### src/rtl/servo_pwm_array.sv
// servo_pwm_array: NUM_CH-channel servo PWM generator sharing one frame counter.
// A position set is accepted into a shadow register and applied only at the
// frame wrap, so a pulse is never truncated or stretched mid-frame.
// Optional feature: define SERVO_SLEW_LIMIT_EN to limit each channel's pulse
// change to SLEW_STEP cycles per frame (pending stays set until all channels
// reach their targets). Without it the target is loaded directly.

module servo_pwm_lane #(
  parameter int POS_W         = 10,
  parameter int CNT_W         = 21,
  parameter int PULSE_MIN_CYC = 100000,
  parameter int PULSE_MAX_CYC = 200000,
  parameter int STEP_CYC      = 1000
) (
  input  logic             clk,
  input  logic             rst,
  input  logic [POS_W-1:0] pos,
  input  logic [CNT_W-1:0] cnt,
  input  logic             apply,
  output logic             pwm,
  output logic             at_tgt
);
  localparam logic [63:0]      SPAN   = 64'(PULSE_MAX_CYC - PULSE_MIN_CYC);
  localparam logic [CNT_W-1:0] CENTRE = CNT_W'((PULSE_MIN_CYC + PULSE_MAX_CYC) / 2);
  localparam logic [CNT_W-1:0] STEP   = CNT_W'(STEP_CYC);

  logic [63:0]      prod;
  logic [CNT_W-1:0] target;
  logic [CNT_W-1:0] active;
  logic [CNT_W-1:0] next_pulse;

  // full-width product so the largest position cannot overflow before the shift
  assign prod   = 64'(pos) * SPAN;
  assign target = CNT_W'(64'(PULSE_MIN_CYC) + (prod >> POS_W));

  // step toward the target, clamped to STEP (STEP is a full period when slew is off)
  always_comb begin
    next_pulse = target;
    if (target > active) begin
      if (target - active > STEP) next_pulse = active + STEP;
    end else if (active - target > STEP) begin
      next_pulse = active - STEP;
    end
  end

  assign at_tgt = (next_pulse == target);

  // active pulse only moves at the wrap; output compare is registered
  always_ff @(posedge clk) begin
    if (rst) begin
      active <= CENTRE;
      pwm    <= 1'b0;
    end else begin
      if (apply) active <= next_pulse;
      pwm <= (cnt < active);
    end
  end
endmodule

module servo_pwm_array #(
  parameter int NUM_CH        = 3,
  parameter int POS_W         = 10,
  parameter int PERIOD_CYC    = 2000000,
  parameter int PULSE_MIN_CYC = 100000,
  parameter int PULSE_MAX_CYC = 200000,
  parameter int SLEW_STEP     = 1000
) (
  input  logic                    clk,
  input  logic                    rst,
  input  logic [NUM_CH*POS_W-1:0] pos_in,
  input  logic                    pos_valid,
  output logic                    pos_ready,
  output logic [NUM_CH-1:0]       pwm_out,
  output logic                    frame_start
);
  localparam int CNT_W = $clog2(PERIOD_CYC);
`ifdef SERVO_SLEW_LIMIT_EN
  localparam bit SLEW_EN = 1'b1;
`else
  localparam bit SLEW_EN = 1'b0;
`endif
  // a step of PERIOD_CYC-1 exceeds any possible pulse difference, i.e. no limit
  localparam int STEP_CYC = (SLEW_EN && (SLEW_STEP < PERIOD_CYC - 1)) ? SLEW_STEP : PERIOD_CYC - 1;
  localparam logic [CNT_W-1:0] LAST     = CNT_W'(PERIOD_CYC - 1);
  localparam logic [CNT_W-1:0] PRE_LAST = CNT_W'(PERIOD_CYC - 2);

  typedef enum logic [1:0] {IDLE, PENDING, APPLY} state_t;

  state_t                         state, state_nxt;
  logic [CNT_W-1:0]               cnt;
  logic [NUM_CH-1:0][POS_W-1:0]   shadow;
  logic [NUM_CH-1:0]              at_tgt;
  logic                           accept;
  logic                           apply;

  assign pos_ready = ~rst & (state == IDLE);
  assign accept    = pos_valid & pos_ready;
  assign apply     = (state == APPLY);

  // free-running frame counter and frame_start aligned with pwm_out latency
  always_ff @(posedge clk) begin
    if (rst) begin
      cnt         <= '0;
      frame_start <= 1'b0;
    end else begin
      cnt         <= (cnt == LAST) ? '0 : cnt + 1'b1;
      frame_start <= (cnt == '0);
    end
  end

  // shadow captures a whole position set atomically on accept
  always_ff @(posedge clk) begin
    if (rst)         shadow <= '0;
    else if (accept) shadow <= pos_in;
  end

  // update-sequencer state register
  always_ff @(posedge clk) begin
    if (rst) state <= IDLE;
    else     state <= state_nxt;
  end

  // APPLY occupies exactly the wrap cycle; an accept in the wrap cycle waits a frame
  always_comb begin
    state_nxt = state;
    case (state)
      IDLE:    if (accept) state_nxt = (cnt == PRE_LAST) ? APPLY : PENDING;
      PENDING: if (cnt == PRE_LAST) state_nxt = APPLY;
      APPLY:   state_nxt = (&at_tgt) ? IDLE : PENDING;
      default: state_nxt = IDLE;
    endcase
  end

  for (genvar i = 0; i < NUM_CH; i++) begin : g_lane
    servo_pwm_lane #(
      .POS_W         (POS_W),
      .CNT_W         (CNT_W),
      .PULSE_MIN_CYC (PULSE_MIN_CYC),
      .PULSE_MAX_CYC (PULSE_MAX_CYC),
      .STEP_CYC      (STEP_CYC)
    ) u_lane (
      .clk    (clk),
      .rst    (rst),
      .pos    (shadow[i]),
      .cnt    (cnt),
      .apply  (apply),
      .pwm    (pwm_out[i]),
      .at_tgt (at_tgt[i])
    );
  end
endmodule
### config.mk
export PLATFORM = sky130hd
export DESIGN_NAME = servo_pwm_array
export DESIGN_NICKNAME = d
export VERILOG_FILES = /design/src/rtl/servo_pwm_array.sv
export SDC_FILE = /design/constraint.sdc
export NUM_CORES = 1
export LEC_CHECK = 0
export ABC_AREA = 1
export BUFFER_PORTS_ARGS = -buffer_cell sky130_fd_sc_hd__buf_2
export CORE_AREA = 2 2 252 254
export DETAILED_ROUTE_END_ITERATION = 12
export DIE_AREA = 0 0 254 256
export GPL_ROUTABILITY_DRIVEN = 0
export PLACE_DENSITY = 0.53
export SETUP_SLACK_MARGIN = 0.02
export SLEW_MARGIN = 20
export SYNTH_ARGS = -nofsm -noshare
export SYNTH_HDL_FRONTEND = slang
export SYNTH_SLANG_ARGS = --single-unit
### constraint.sdc
create_clock -name clk -period 8.53 [get_ports clk]
set_clock_uncertainty 0.1 [all_clocks]
set_input_delay 0.853 -clock clk [delete_from_list [all_inputs] [get_ports clk]]
set_output_delay 0.853 -clock clk [all_outputs]
set_load 0.01 [all_outputs]
---- After elaboration in Yosys (flattened, before gate mapping) ----
Index checks and enable logic that the tools add are counted.
word-level totals
  input bits .............................. 33
  word-level logic and storage cells ...... 74
  output and inout port bits .............. 5
  bits in registers ....................... 120
operators by class
  order comparisons ....................... 12
  reduce and logical (&&, ||, !) cells .... 5
  $add $sub $neg .......................... 16
  equality and inequality tests ........... 9
  mux-type cells .......................... 14
  multiply operators ...................... 3
  bitwise logic cells ..................... 3
operators by type and width
  operator                number
  $mux 21                 9
  $gt 21x21->1 const B    6
  $sub 21x21->21          6
  $mul 10x12->22 const B  3
  $add 21x21->21 const B  3
  $eq 21x21->1            3
  $gt 21x21->1            3
  $lt 21x21->1            3
  $sub 21x21->21 const B  3
  $add 17x17->18 const A  3
  $eq 21x21->1 const B    2
  $add 21x1->21 const B   1
  $logic_not 21->1        1
  $mux 2                  3
  $pmux 2 s3              1
  $ne 2x2->1 const B      2
  $reduce_and 3->1        1
  $and 1x1->1             2
  $eq 2x1->1 const B      1
  $eq 2x2->1 const B      1
  $logic_not 2->1         1
  $reduce_and 2->1        1
  $reduce_or 2->1         1
  $mux 1                  1
  $not 1->1               1

---- Logic depth before layout (Yosys ltp) ----
  depth in word-level cells ............... 10
  mapped depth ............................ 57
  depth with buffers taken out ............ 55

---- Modules after synthesis ----
A second synthesis with hierarchy kept.
second synthesis, totals
  cells, all modules ...................... 4230
  area total of the unflattened synthesis .. 25151.6 um^2
modules (own cells, without submodules)
  module                             sequential area each (um^2)  cells each  area each (um^2)  times used
  servo_pwm_lane (g_lane[1].u_lane)  440.4                        1304        7661.1            1
  servo_pwm_lane (g_lane[2].u_lane)  440.4                        1314        7626.1            1
  servo_pwm_lane (g_lane[0].u_lane)  440.4                        1278        7488.4            1
  servo_pwm_array                    1081.0                       334         2376.0            1

---- Worst setup path before layout ----
Ideal clock, no wire load.
  kind .................................... register -> register
  from .................................... register shadow[22] (netlist name)
  to ...................................... register state[0]
  path buffers ............................ 2
  setup slack ............................. 1.669 ns
  library setup time ...................... 0.113 ns
  arrival time ............................ 6.648 ns
  required time ........................... 8.317 ns
  stages on the path, launching flop included .. 50
  clock period less this slack ............ 6.861 ns
  cells stage by stage .................... dfxtp_1 -> inv_1 -> ha_1 -> fa_1 -> inv_1 -> ha_1 -> inv_1 -> fa_1 -> inv_1 -> ha_1 -> ha_1 -> nand2_1 -> nor2_1 -> nand3_1 -> nand2_1 -> nand2_1 -> and2_1 -> ha_1 -> [... 14 more ...] -> nor2_8 -> nand2_2 -> buf_6 -> buf_6 -> nand2_1 -> nand3_1 -> nand3_1 -> nand3_1 -> nor2_1 -> nand2_1 -> nor2_1 -> nand2_1 -> nor2_1 -> nand2_1 -> nand2_1 -> nand2_1 -> nand2_1 -> nand2_1
between the ends
  word-level cells in the longest chain between the ends .. 10
  elaborated cells between the ends (all ways) .. 14
  those cells by class .................... 3 x add/sub; 1 x mul; 3 x order compare; 1 x eq/ne; 5 x mux; 1 x reduce/logical
ends and longest elaborated chain
  element                                   RTL line  source
  start: declaration                        91        logic [NUM_CH-1:0][POS_W-1:0] shadow;
  start signal: assignment                  114       else if (accept) shadow <= pos_in;
  $mul 10x12->22 (*)                        33        assign prod = 64'(pos) * SPAN;
  $add 17x17->18 (*)                        34        assign target = CNT_W'(64'(PULSE_MIN_CYC) + (prod >> POS_W));
  $sub 21x21->21, on equally long branches  41, 40
  $gt 21x21->1, on equally long branches    41, 40
  $mux 21, on equally long branches         41, 40
  $mux 21                                   39        if (target > active) begin
  $eq 21x21->1 (*)                          46        assign at_tgt = (next_pulse == target);
  $reduce_and 3->1 (*)                      129       APPLY: state_nxt = (&at_tgt) ? IDLE : PENDING;
  $mux 1 (*)                                129
  $pmux 2 s3 (*)                            126       case (state)
  end signal: assignment                    120       else state <= state_nxt;
  end: declaration                          89        state_t state, state_nxt;
Mark *: on every way between the ends. The rest lies on a longest branch, timed or not.
A chain may end at the register's enable or synchronous reset.

---- Final worst setup path ----
  from .................................... register shadow[27] (netlist name)
  to ...................................... register state[0]
The elaborated chain is that of the path after synthesis.

==> out/results.tsv <==
metric	value	unit
final_common_cell	nand2_1	
synth_nets	4695	
min_period	7970	ps
grt_usage	26.6	%
first_pass_iters	6	
root_buffer	clkbuf_16	
cts_buffers	17	
ioPinCount	38	
wl_met3	4530	um
drt_iter0_drc	2186	
syn_area_per_cell	5.89	um2
cap_violations	0	
crit_type	flop to flop	
dp_worst_setup_slack	4.97	ps
grt_max_degree	55	
critPathLaunch	shadow[27]	
clk_path_buf_depth	2	
holdBufCountCts	0	
ir_worst_vdd	0.184	mV
cts.sinks	120	
rows	92	
vias	26600	
met2_length	38800	um
antenna_found_initial	0	
worstMarginPinSlew	1050	ps
slew_headroom	29.3	%
synth_top_area_share	20.6	%
wl	87600	um
r2r-start	shadow[27]	
rsz0062_at_grt	false	
final_layout_size_suffix_gt1_share	7.15	%
h-tree-depth	4	
die_y	256	um
fin_crit_sh	93.4	%
status	finished, final reports clean	
final_cells	5112	
startpoint_type	flop	
met1_length	42600	um
setup_viol	0	
die-area	65000	um2
syn_inst	4209	
drtAntennaViolNets	0	
synth_cell_types	52	
path_common_cell	nand2_1	
critPathMaxStageDelay	540	ps
worstPathArrival	8260	ps
report.final.slew_viol_count	0	
final_cell_mix	nand2_1, inv_1, nand3_1	
dpl.cell_count	5076	
fillCellCount	6994	
core_area	62400	um2
viasPerCell	5.20	
slowest_stage	fa_1	
finalNetCount	4739	
grt_pass1_vias	24400	
synth_top_cell_by_area	nand2_1	
drc	0	
start_util	39.7	%
cts_tree	done	
hp-start	cnt[0]	
num_antenna_cells	0	
highest_layer	met4	
io_buffers	37	
finalHoldViolations	0	
avgRoutedWirePerCell	17.1	um
fin_ws	559	ps
synth_area_leaders	nand2_1, ha_1, inv_1, dfxtp_1, nand3_1	
whs	354	ps
async_flop_share	0	%
syn_area	24800	um2
synth_edf_count	0	
dp_hpwl	72500	um
grt_pass1_wl	137000	um
total_power	6.44	mW
yosys_warnings	0	
synth-seq-cells	120	
synth-seq-area-share	9.69	%
ys.flop_type	dfxtp_1	
die_w	254	um
max_freq	125	MHz
cellPowerDensity	237	nW/um2
cp_max_fo	7	
power_leakage	15.5	nW
area_growth	9.77	%
grt_overflow	0	
critPathRequiredTime	8820	ps
hold_path_class	flop to flop	
endpoint_kind	flop	
path_clk_slew	70	ps
clock_latency	490	ps
-- final timing paths --
check,to,slack [ps],depth (start not counted)
worst max register to register,state[0],560,52
worst max-delay path,state[0],560,52
worst min register to register,cnt[0],350,1
worst min-delay path,cnt[0],350,1
-- cell usage after synthesis (16+ instances only) --
| cell type | number |
|---|---|
| nand2_1 | 1357 |
| inv_1 | 673 |
| nand3_1 | 447 |
| ha_1 | 393 |
| nor2_1 | 253 |
| a21oi_1 | 237 |
| o21ai_0 | 124 |
| dfxtp_1 | 120 |
| nand4_1 | 93 |
| xor2_1 | 87 |
| fa_1 | 60 |
| clkbuf_1 | 42 |
| nor3_1 | 41 |
| buf_2 | 30 |
| o211ai_1 | 27 |
| nand2_2 | 20 |
| nor2_2 | 19 |
| and2_1 | 16 |
| inv_2 | 16 |
-- flip-flops by register name, indices dropped and copies added, names as in the netlist --
| signal | flops |
|---|---|
| state | 2 |
| g_lane.u_lane.active | 63 |
| shadow | 30 |
| frame_start | 1 |
| cnt | 21 |
| g_lane.u_lane.pwm | 3 |
-- layout make-up --
class                   count  area (um2)  share of cell area [%]
multi-input cells        3315       19800                    72.7
inverters                 689        2590                    9.51
flip-flops and latches    120        2410                    8.88
well taps                 846        1060                    3.89
repair buffers            110         744                    2.74
clock buffers              21         450                    1.66
clock inverters            11         171                   0.630
-- critical path, delay by kind of cell, from the launching register on --
family                     cells  cell delay [ps]
buffers and inverters          8              770
DFF                            1              450
adders and majority gates      8             2870
and+or+nand+nor               36             3660
-- layer usage --
layer	vias up	GRT usage (%)
met5	-	0
met4	0	6.52
li1	13600	-
met1	12100	38.2
met3	94	3.10
met2	714	42.2
-- report_power, final --
part / switching (mW) / internal [mW] / leakage, nW
Combinational: 3.42 / 1.59 / 14.2
Sequential: 0.0267 / 0.578 / 0.977
Clock: 0.335 / 0.496 / 0.298
-- timing repair --
action,in CTS,in global routing
gates cloned,0,1
resized for setup,2,101
pin swaps,0,6
setup endpoints to repair,1,1
buffers inserted,0,3
-- through the flow --
step	setup TNS (ps)	area (um2)	utilization [%]
after floorplan	0	24800	-
after global placement	-37.3	26100	41.9
after detailed placement	0	26100	41.9
after CTS	0	26800	42.9
after global routing	0	27200	43.6
final	0	27200	43.6
-- logic make-up (layout without fill, tap and decap cells) --
logic type	after synthesis	in the layout	synth area share (%)
xor gates and xnor gates	99	99	3.56
buffers and inverters	775	831	12.2
adders and majority gates	453	453	24.7
AOI/OAI and AO/OA	462	462	10.2
and+or+nand+nor	2300	2301	39.7
DFF	120	120	9.69
(Power assumes the default switching activity.)
